--- src/rtl/gl_cmd_writer.sv ---
// gl_cmd_writer: producer end of the GL instruction BRAM.
// Accepts header/operand words and writes each command into consecutive
// BRAM byte addresses. wr_ptr advances only once a whole command is stored.
// Optional tail terminator write after every command: define GL_CMD_WRITER_TERM_EN.
module gl_cmd_writer #(
  parameter int unsigned text_start = 0,
  parameter int unsigned mem_bytes  = 4096,
  parameter int unsigned width      = 32
) (
  input  logic             clk,
  input  logic             reset,
  input  logic [width-1:0] in_data,
  input  logic             in_valid,
  output logic             in_ready,
  output logic             bram_we,
  output logic [width-1:0] bram_addr,
  output logic [width-1:0] bram_wdata,
  output logic [width-1:0] wr_ptr,
  output logic             busy,
  output logic             full
);

  localparam logic [width-1:0] START = width'(text_start);
  localparam logic [width:0]   LIMIT = {1'b0, START} + (width+1)'(mem_bytes);
  localparam logic [width-1:0] WSTEP = width'(4);

`ifdef GL_CMD_WRITER_TERM_EN
  typedef enum logic [1:0] {S_IDLE, S_OPND, S_COMMIT, S_TERM} state_e;
`else
  typedef enum logic [1:0] {S_IDLE, S_OPND, S_COMMIT} state_e;
`endif

  state_e           state_q;
  logic [width-1:0] waddr_q;
  logic [4:0]       remain_q;
  logic [width-1:0] wr_ptr_q;
  logic             full_q;
  logic             we_q;
  logic [width-1:0] addr_q;
  logic [width-1:0] wdata_q;

  logic [6:0]       len_bytes;
  logic [4:0]       hdr_words;
  logic             fits;

  // Command length in bytes, decoded from the header opcode.
  function automatic logic [6:0] cmd_len(input logic [7:0] op);
    case (op)
      8'h03, 8'h04:                      cmd_len = 7'd16;
      8'h11, 8'h13, 8'h16, 8'h17, 8'h18: cmd_len = 7'd68;
      8'h19:                             cmd_len = 7'd20;
      8'h1A:                             cmd_len = 7'd28;
      default:                           cmd_len = 7'd4;
    endcase
  endfunction

  assign len_bytes = cmd_len(in_data[7:0]);
  assign hdr_words = len_bytes[6:2];
  // One extra bit so a command ending exactly at the top of memory cannot wrap.
  assign fits      = ({1'b0, waddr_q} + (width+1)'(len_bytes)) <= LIMIT;

  // Ready: whole command must fit before a header is taken; operands always flow.
  always_comb begin
    in_ready = 1'b0;
    case (state_q)
      S_IDLE:  in_ready = in_valid && fits;
      S_OPND:  in_ready = 1'b1;
      default: in_ready = 1'b0;
    endcase
  end

  // Command FSM, registered BRAM write port, pointer commit and sticky full flag.
  always_ff @(posedge clk) begin
    if (!reset) begin
      state_q  <= S_IDLE;
      waddr_q  <= START;
      wr_ptr_q <= START;
      remain_q <= '0;
      full_q   <= 1'b0;
      we_q     <= 1'b0;
      addr_q   <= START;
      wdata_q  <= '0;
    end else begin
      we_q <= 1'b0;
      case (state_q)
        S_IDLE: begin
          if (in_valid && fits) begin
            we_q     <= 1'b1;
            addr_q   <= waddr_q;
            wdata_q  <= in_data;
            waddr_q  <= waddr_q + WSTEP;
            remain_q <= hdr_words - 5'd1;
            state_q  <= (hdr_words == 5'd1) ? S_COMMIT : S_OPND;
          end else if (in_valid) begin
            full_q <= 1'b1;
          end
        end
        S_OPND: begin
          if (in_valid) begin
            we_q     <= 1'b1;
            addr_q   <= waddr_q;
            wdata_q  <= in_data;
            waddr_q  <= waddr_q + WSTEP;
            remain_q <= remain_q - 5'd1;
            if (remain_q == 5'd1) begin
              state_q <= S_COMMIT;
            end
          end
        end
        S_COMMIT: begin
          wr_ptr_q <= waddr_q;
`ifdef GL_CMD_WRITER_TERM_EN
          state_q  <= S_TERM;
`else
          state_q  <= S_IDLE;
`endif
        end
`ifdef GL_CMD_WRITER_TERM_EN
        S_TERM: begin
          // Zero word at the new tail; skipped when the tail is the end of memory.
          if ({1'b0, waddr_q} != LIMIT) begin
            we_q    <= 1'b1;
            addr_q  <= waddr_q;
            wdata_q <= '0;
          end
          state_q <= S_IDLE;
        end
`endif
        default: state_q <= S_IDLE;
      endcase
    end
  end

  assign bram_we    = we_q;
  assign bram_addr  = addr_q;
  assign bram_wdata = wdata_q;
  assign wr_ptr     = wr_ptr_q;
  assign full       = full_q;
  assign busy       = (state_q != S_IDLE);

endmodule

--- config.mk ---
export PLATFORM = sky130hd
export DESIGN_NAME = gl_cmd_writer
export DESIGN_NICKNAME = d
export VERILOG_FILES = /design/src/rtl/gl_cmd_writer.sv
export SDC_FILE = /design/constraint.sdc
export NUM_CORES = 1
export LEC_CHECK = 0
export CAP_MARGIN = 25
export CORE_ASPECT_RATIO = 0.5
export CORE_MARGIN = 2
export CORE_UTILIZATION = 47
export CTS_CLUSTER_SIZE = 12
export DETAILED_ROUTE_END_ITERATION = 10
export HOLD_SLACK_MARGIN = 0.05
export PLACE_DENSITY = 0.77
export SLEW_MARGIN = 20
export SYNTH_ARGS = -nofsm -noshare
export SYNTH_HDL_FRONTEND = slang
export SYNTH_SLANG_ARGS = --single-unit
--- constraint.sdc ---
create_clock -name clk -period 4.4 [get_ports clk]
set_clock_uncertainty 0.15 [all_clocks]
set_input_delay 0.66 -clock clk [delete_from_list [all_inputs] [get_ports clk]]
set_output_delay 0.66 -clock clk [all_outputs]
set_load 0.02 [all_outputs]
==> results.yml, run 1 <==
run:
  cap_violations: 0
critical_path:
  path_buf_inv: 24
  crit_slowest_cell: "nor4b_4"
  cpLargestDelayFamily: "buffers and inverters"
  path_class: "input port to flip-flop"
  cp.required_ns: 4.54
  timing.rr.start: "waddr_q[13]$_SDFFE_PN0P_"
  cpMostUsedCell: "buf_4"
  ff2ff_path_depth: 11
  arrival_ns: 4.70
  cp_max_fo: 4
  slowest_delay_ns: 0.35
  ff2ff_setup_slack_ns: 0.39
  rr_endpoint: "waddr_q[6]$_SDFFE_PN0P_"
  endpoint_kind: "flip-flop"
  critPathLaunchType: "input port"
floorplanning:
  die_h_um: 88.0
  initial_core_util_pct: 48.6
  rows: 30
  dieWidth_um: 172
  ioPinCount: 135
  core_mm2: 0.0137
  die_area_mm2: 0.0151
clock_tree:
  clk_latency_ns: 0.42
  cts_made_buffers: 17
  clock_path_buffers: 2
  htree_levels: 4
  cts_tree: "built"
  cts.clk_slew.worst_paths_ns: 0.06
  cts_root_buf: "clkbuf_16"
  numClockSinks: 131
finish:
  multi_input_area_mm2: 0.00395
  syn_to_final_growth_pct: 47.4
  layout.area.seq_mm2: 0.00262
  drive_above_1_share_pct: 22.7
  nNetsFinal: 1075
  diodes: 0
  final_cell_count_no_fill: 1231
  nFillCells: 1027
place:
  dp_hpwl_mm: 14.6
  gp_congestion: 0.940
  dpl.cell_count: 1162
  port-buffer-count: 130
pwr:
  p_comb_share_pct: 9.7
  pwr-share-clk_pct: 49.5
  power.switching_mw: 0.779
  leakage_nw: 3.49
  p_sw_share_pct: 25.9
  p_int_mw: 2.23
  p_seq_share_pct: 40.8
  p_per_area_mw_per_mm2: 307
  vdd_ir_drop_max_mv: 0.238
global_route:
  overflow: 0
  grt_pass1_wl_mm: 35.8
  track_usage_pct: 30.2
  first_global_vias: 6909
  grt_max_degree: 104
  antenna_found_initial: 0
timing:
  worst_pin_slew_ns: 1.02
  hold_viol_final: 0
  rsz0062_at_grt: "yes"
  hold_slack_ns: 0.302
  layout_setup_ws_ns: -0.160
  fmax_mhz: 219
  setup_viol: 3
  finalCriticalPeriod_ns: 4.56
  period_share_pct: 104
  slew_headroom_pct: 31.9
  drv_slew: 0
run_status:
  status: "complete, but fails checks"
  violations: "negative setup slack"
yosys:
  synth-edff-count: 0
  synthCells: 854
  synth_cell_types: 64
  synth_top_area_share_pct: 39.5
  async_reset_ff_share_pct: 0
  yosysTopAreaCell: "dfxtp_1"
  synth.ff_latch_count: 131
  netlist_area_mm2: 0.00664
  yosys_warnings: 0
  synthTopCellsByCount: "131 x dfxtp_1, 118 x a21oi_1, 104 x nand2_1"
  ys_top_cells_by_area: "dfxtp_1 40%, a21oi_1 8.9%, nand3_1 6.6%"
  post_synth.cell_area_avg_um2: 7.77
  synth-main-ff-cell: "dfxtp_1"
  ys_seq_area_share_pct: 39.5
  yosysMostFrequentCell: "dfxtp_1"
detailed_routing:
  via_per_inst: 6.14
  dr.max_layer_used: "met4"
  routed_wl_mm: 24.4
  vias: 7557
  route.detailed.drc: 0
  first_iter_violations: 788
  dr.pass1.iters: 6
  met2_length_mm: 11.1
  avgRoutedWirePerCell_um: 19.8
  wl_met3_mm: 2.31
  antenna_left: 0
  drt-met1-wl_mm: 10.2
worst_hold_path:
  hold_depth: 2
  min_path_type: "flip-flop to flip-flop"
  worstHoldStart: "wr_ptr[28]$_SDFFE_PN0N_"
  worstHoldEndpoint: "wr_ptr[28]$_SDFFE_PN0N_"
==> tightest hold or removal path, stage by stage, from the launching register on <==
cell,delay [ns]
dfxtp_1,0.30
nand2_1,0.05
a21oi_1,0.05
==> what timing repair did <==
item	CTS	global route
gates resized for setup	55	67
setup endpoints to repair	99	88
pin swaps	11	45
buffers inserted	26	10
hold buffers	0	0
cloned	0	4
==> routing by layer <==
metal  vias up  global-route usage (%)
met5         -                       0
met2       438                    49.7
met4         0                    11.4
li1       3423                       -
met3        77                    6.87
met1      3619                    39.3
==> state kept, by name (all words and copies together), names as in the netlist <==
signal and cells:
bram_addr 30, bram_wdata 32, bram_we 1, full 1, remain_q 5, state_q 2
waddr_q 30, wr_ptr 30
==> power groups by stage <==
| stage | logic (mW) | registers (mW) | clock network [mW] |
|---|---|---|---|
| after floorplan | 0.118 | 1.27 | 0 |
| after global placement | 0.252 | 1.25 | 0 |
| after detailed placement | 0.259 | 1.25 | 0 |
| after CTS | 0.271 | 1.22 | 1.48 |
| after global routing | 0.309 | 1.23 | 1.54 |
| final | 0.290 | 1.23 | 1.49 |
==> stage by stage <==
step | TNS (ns) | util [%] | power, mW | area [µm²] | setup WS (ns)
4_1_cts | -0.215 | 68.6 | 2.97 | 9370 | -0.109
5_1_grt | -3.16 | 71.6 | 3.08 | 9780 | -0.312
2_1_floorplan | 0 | - | 1.39 | 6690 | 0.0102
3_5_place_dp | -78.16 | 62.2 | 1.51 | 8500 | -1.21
3_3_place_gp | -63.17 | 62.1 | 1.50 | 8490 | -1.07
6_report | -0.474 | 71.6 | 3.01 | 9780 | -0.160
==> cell usage in the layout, fill, tap and decap left out, types with 17 or more instances in the layout <==
cell type and n:
a21oi_1 104, buf_4 94, clkbuf_16 21, clkdlybuf4s50_1 121, dfxtp_1 131, nand2_1 102
nand3_1 86, nand4_1 19, nor2_1 18, nor3_1 17, o21ai_0 68
==> cell type report <==
class | count | area share (%)
Sequential cell | 131 | 26.8
Timing Repair Buffer | 241 | 23.5
Clock buffer | 17 | 4.35
Clock inverter | 15 | 1.84
Tap cell | 192 | 2.46
Multi-Input combinational cell | 619 | 40.4
Inverter | 16 | 0.703
==> how the worst max path moves through the flow <==
stage               startpoint                       end  slack (ns)  cells past startpoint
CTS                 in_data[1]                  in_ready       -0.11                     17
global placement    in_data[0]                  in_ready       -1.07                     17
floorplan           in_data[0]                  in_ready        0.01                     15
finish              in_data[0]  remain_q[1]$_SDFFE_PN0P_       -0.16                     30
global route        in_data[0]                  in_ready       -0.31                     18
detailed placement  in_data[0]                  in_ready       -1.21                     17
==> kinds of logic after synthesis <==
group / Yosys count / synth area share (%)
and+or+nand+nor: 320 / 25.1
muxes: 15 / 2.28
buffers and inverters: 107 / 6.77
DFF: 131 / 39.5
xor gates and xnor gates: 9 / 1.19
adders and majority gates: 14 / 2.75
AOI/OAI and AO/OA: 257 / 22.3
other: 1 / 0.0565
No activity file was read; power rests on OpenSTA's default activity.
==> run 2, diff against run 1 <==
--- a/config.mk
+++ b/config.mk
@@ -19 +19,2 @@
 export SYNTH_SLANG_ARGS = --single-unit
+export TNS_END_PERCENT = 30
==> constraint.sdc (replaced) <==
create_clock -name clk -period 4.4 [get_ports clk]
set_clock_uncertainty 0.15 [all_clocks]
set_input_delay 0.44 -clock clk [delete_from_list [all_inputs] [get_ports clk]]
set_output_delay 0.44 -clock clk [all_outputs]
set_load 0.02 [all_outputs]
==> results.yml, run 2 (synthesis results as in run 1) <==
global_route:
  track_usage_pct: 28.4
  first_global_vias: 6506
  grt_max_degree: 81
  grt_pass1_wl_mm: 33.8
  antenna_found_initial: 0
  overflow: 0
pwr:
  leakage_nw: 3.28
  p_int_mw: 2.17
  vdd_ir_drop_max_mv: 0.230
  pwr-share-clk_pct: 49.4
  p_sw_share_pct: 26.4
  p_per_area_mw_per_mm2: 322
  p_seq_share_pct: 41.5
  power.switching_mw: 0.780
  fin_total_pwr_mw: 2.95
  p_comb_share_pct: 9.1
finish:
  largest_reg_flops: 32
  final_common_cell: "dfxtp_1"
  final_cell_count_no_fill: 1194
  diodes: 0
  drive_above_1_share_pct: 15.1
  final_area_mm2: 0.00918
  layout_common_cells: "131 x dfxtp_1, 121 x clkdlybuf4s50_1, 114 x a21oi_1"
  syn_to_final_growth_pct: 38.2
  nNetsFinal: 1038
  nFillCells: 1135
critical_path:
  cp.required_ns: 3.81
  arrival_ns: 3.59
  path_cells: "dlygate4sd2_1 > buf_4 > mux2i_1 > o22ai_1 > nand3_1 > inv_1 > ha_1 > a31oi_1 > o21ai_4 > buf_4 > a211o_1 > o21ai_1 > o211ai_2 > nor4_2 > buf_4 > nand2_1 > nand2_1 > buf_6"
  cpMostUsedCell: "buf_4"
  cp_max_fo: 9
  cpLargestDelayFamily: "compound AO/OA/AOI/OAI gates"
  path_class: "input port to output pin"
  critPathLaunchType: "input port"
  slowest_delay_ns: 0.32
  path_buf_inv: 6
  crit_slowest_cell: "ha_1"
  endpoint_kind: "output pin"
detailed_routing:
  avgRoutedWirePerCell_um: 18.1
  routed_wl_mm: 21.6
  antenna_left: 0
  via_per_inst: 5.99
  first_iter_violations: 632
  route.detailed.drc: 0
  dr.pass1.iters: 7
  vias: 7155
floorplanning:
  die_h_um: 88.0
  die_area_mm2: 0.0151
  dieWidth_um: 172
  rows: 30
  core_mm2: 0.0137
  ioPinCount: 135
  initial_core_util_pct: 48.6
clock_tree:
  htree_levels: 4
  clock_path_buffers: 2
  cts_made_buffers: 17
  cts_hold_buf: 0
  numClockSinks: 131
  clk_latency_ns: 0.42
  cts_tree: "built"
  cts_root_buf: "clkbuf_16"
  cts.clk_slew.worst_paths_ns: 0.06
timing:
  finalCriticalPeriod_ns: 4.18
  slew_headroom_pct: 41.4
  period_share_pct: 94.9
  worst_pin_slew_ns: 0.879
  fmax_mhz: 239
  drv_slew: 0
  hold_viol_final: 0
  setup_viol: 0
  rsz0062_at_grt: "no"
place:
  port-buffer-count: 130
  place_area_mm2: 0.00843
  gp_congestion: 0.956
  dp_hpwl_mm: 14.0
  dpl.cell_count: 1157
run_status:
  status: "finished, final reports clean"
worst_hold_path:
  min_path_type: "input port to flip-flop"
run:
  cap_violations: 0
run 2: cell types whose count changed in the layout (fill, tap and decap cells not counted), sizes merged:
cell	before	now
clkinv	6	1
dlymetal6s2s	0	5
bufinv	3	2
inv	19	23
buf	115	74
bufbuf	0	1
clkbuf	21	19
clkinvlp	3	5
run 2: cell type report:
cell class              count  area, µm²  area share (%)
clock buffers              17        425            4.64
clock inverters            15        170            1.85
inverters                  16       61.3           0.668
multi-input cells         619       3700            40.3
flip-flops and latches    131       2620            28.6
well taps                 192        240            2.62
repair buffers            204       1950            21.3
run 2: worst min-delay path, delay by kind of cell:
kind | cells | cell delay [ns]
and+or+nand+nor | 1 | 0.07
AOI/OAI and AO/OA | 1 | 0.05
buffers and inverters | 1 | 0.11
run 2: worst paths after layout:
check	cells after the start	end	start	slack, ns
worst min register to register	2	wr_ptr[28]$_SDFFE_PN0N_	wr_ptr[28]$_SDFFE_PN0N_	0.30
worst min-delay path	3	bram_wdata[1]$_SDFFE_PN0P_	in_data[1]	0.16
worst max-delay path	18	in_ready	in_data[3]	0.22
worst max register to register	11	bram_addr[6]$_SDFFE_PN0P_	waddr_q[15]$_SDFFE_PN0P_	0.44
run 2: what timing repair did:
action / in CTS / in global routing
resized for setup: 17 / 23
gates cloned: 1 / 0
pin swaps: 3 / 7
setup buffers: 2 / 2
endpoints found under the setup margin: 96 / 94
run 2: metal layers:
metal | track usage, % | wire length (µm) | share of wire, % | up-vias
li1 | - | - | - | 3354
met1 | 39.3 | 9810 | 45 | 3406
met2 | 44.9 | 9630 | 45 | 360
met3 | 6.42 | 1900 | 8.8 | 35
met4 | 7.64 | 277 | 1.3 | 0
met5 | 0 | 0 | 0 | -
run 2: stage by stage:
stage	util (%)	TNS [ns]	setup WS (ns)	hold slack (ns)
after floorplan	-	0	0.128	0.327
after global placement	61.4	-44.19	-0.709	0.291
after detailed placement	61.7	-60.19	-0.807	0.296
after CTS	66.7	-0.00295	-0.00295	0.305
after global routing	67.2	0	0.0325	0.176
final	67.2	0	0.224	0.159
run 2: power groups by stage:
stage / sequential [mW] / combinational [mW] / clock (mW)
finish: 1.23 / 0.268 / 1.46
global route: 1.23 / 0.290 / 1.52
CTS: 1.23 / 0.264 / 1.46
detailed placement: 1.25 / 0.263 / 0
global placement: 1.25 / 0.254 / 0
floorplan: 1.27 / 0.118 / 0
==> run 3, diff against run 2 <==
Settings changed: REMOVE_ABC_BUFFERS from default to 1.
==> results.yml, run 3 (synthesis results as in run 1) <==
run_status:
  status: "finished, final reports clean"
detailed_routing:
  via_per_inst: 5.96
  antenna_left: 0
  avgRoutedWirePerCell_um: 18.4
  first_iter_violations: 604
  route.detailed.drc: 0
  vias: 7182
  routed_wl_mm: 22.1
  dr.pass1.iters: 7
floorplanning:
  ioPinCount: 135
  dieWidth_um: 172
  core_mm2: 0.0137
  initial_core_util_pct: 48.6
  die_h_um: 88.0
  rows: 30
  die_area_mm2: 0.0151
place:
  dpl.cell_count: 1161
  port-buffer-count: 130
  dp_hpwl_mm: 14.5
  gp_congestion: 0.999
critical_path:
  slowest_delay_ns: 0.36
  path_class: "input port to output pin"
  crit_slowest_cell: "fa_2"
  cpMostUsedCell: "buf_4"
  endpoint_kind: "output pin"
  cp_max_fo: 4
  critPathLaunchType: "input port"
  arrival_ns: 3.72
  path_buf_inv: 8
  cp.required_ns: 3.81
  cpLargestDelayFamily: "buffers and inverters"
  path_cells: "dlygate4sd2_1 > nor3_2 > buf_4 > nor4b_4 > buf_4 > inv_2 > ha_4 > fa_2 > a21oi_2 > buf_4 > o21a_1 > buf_6 > nor2_1 > o31ai_1 > nand4_1 > nor4_2 > buf_4 > nand2_2 > nand2_1 > buf_6"
global_route:
  track_usage_pct: 29.6
  overflow: 0
  first_global_vias: 6777
  grt_pass1_wl_mm: 35.1
  antenna_found_initial: 0
  grt_max_degree: 104
finish:
  final_cell_count_no_fill: 1206
  layout.area.seq_mm2: 0.00262
  drive_above_1_share_pct: 16.9
  nNetsFinal: 1050
  multi_input_area_mm2: 0.00373
  layout_common_cells: "131 x dfxtp_1, 121 x clkdlybuf4s50_1, 114 x a21oi_1"
  final_common_cell: "dfxtp_1"
  largest_reg_flops: 32
  diodes: 0
  nFillCells: 1189
  syn_to_final_growth_pct: 39.5
clock_tree:
  cts_hold_buf: 0
  htree_levels: 4
  cts_tree: "built"
  clk_latency_ns: 0.42
  clock_path_buffers: 2
  cts_root_buf: "clkbuf_16"
  cts.clk_slew.worst_paths_ns: 0.06
  cts_made_buffers: 17
  numClockSinks: 131
timing:
  period_share_pct: 97.9
  finalCriticalPeriod_ns: 4.31
  slew_headroom_pct: 35.4
  hold_slack_ns: 0.123
  rsz0062_at_grt: "yes"
  fmax_mhz: 232
  hold_viol_final: 0
  setup_viol: 0
  worst_pin_slew_ns: 0.970
  drv_slew: 0
run:
  cap_violations: 0
pwr:
  fin_total_pwr_mw: 2.93
  leakage_nw: 3.31
  vdd_ir_drop_max_mv: 0.215
  p_per_area_mw_per_mm2: 316
worst_hold_path:
  min_path_type: "input port to flip-flop"
run 3: cell count changes in the layout (fill, tap and decap cells not counted), moves of 3 or more:
cell	delta
clkinv_2	+3
dlymetal6s2s_1	-5
buf_6	+4
inv_6	-3
clkinv_4	+4
dlygate4sd2_1	+3
inv_2	+3
clkinvlp_4	-4
inv_1	-3
buf_4	+10
o21ai_0	+3
run 3: through the flow:
stage	setup WS [ns]	cell area [µm²]	util, %	TNS [ns]
3_3_place_gp	-0.751	8400	61.5	-50.18
4_1_cts	0.00996	9180	67.2	0
6_report	0.0913	9260	67.8	0
2_1_floorplan	-2.79	6260	-	-210.29
5_1_grt	-0.118	9260	67.8	-1.11
3_5_place_dp	-0.851	8400	61.5	-64.46
run 3: worst min-delay path: stages:
cell      delay (ns)
clkbuf_2        0.10
nand3_1         0.06
a21oi_1         0.05
run 3: where the power goes:
group          switching (mW)  total (mW)  leakage (nW)  internal, mW
registers              0.0152        1.23          1.06          1.21
clock network           0.580        1.44         0.291         0.856
logic                   0.159       0.267          1.96         0.109
run 3: cell type report:
class                           instances  area share (%)
Multi-Input combinational cell        619            40.3
Sequential cell                       131            28.3
Timing Repair Buffer                  216            21.7
Clock buffer                           18            4.74
Clock inverter                         14            1.65
Tap cell                              192            2.59
Inverter                               16           0.662
run 3: repair_timing:
action / 4_1_cts / 5_1_grt
gates cloned: 2 / 0
setup endpoints to repair: 97 / 91
hold endpoints to repair: 0 / 0
resized for setup: 36 / 21
buffers inserted: 6 / 5
pin swaps: 11 / 15
run 3: final timing paths:
path                           startpoint  depth (start not counted)  slack [ns]                          to
setup / recovery               in_data[6]                         20        0.09                    in_ready
hold / removal                 in_data[7]                          3        0.12  bram_wdata[7]$_SDFFE_PN0P_
hold reg to reg   wr_ptr[31]$_SDFFE_PN0N_                          2        0.30     wr_ptr[31]$_SDFFE_PN0N_
setup reg to reg  waddr_q[7]$_SDFFE_PN0P_                         10        0.57    waddr_q[11]$_SDFFE_PN0P_
run 3: layer usage:
metal | up-vias | part of all wire (%) | global-route usage (%)
met5 | - | 0 | 0
met4 | 0 | 1.8 | 10.0
met3 | 45 | 6.9 | 6.51
met2 | 276 | 46 | 48.0
met1 | 3487 | 45 | 39.6
li1 | 3374 | - | -
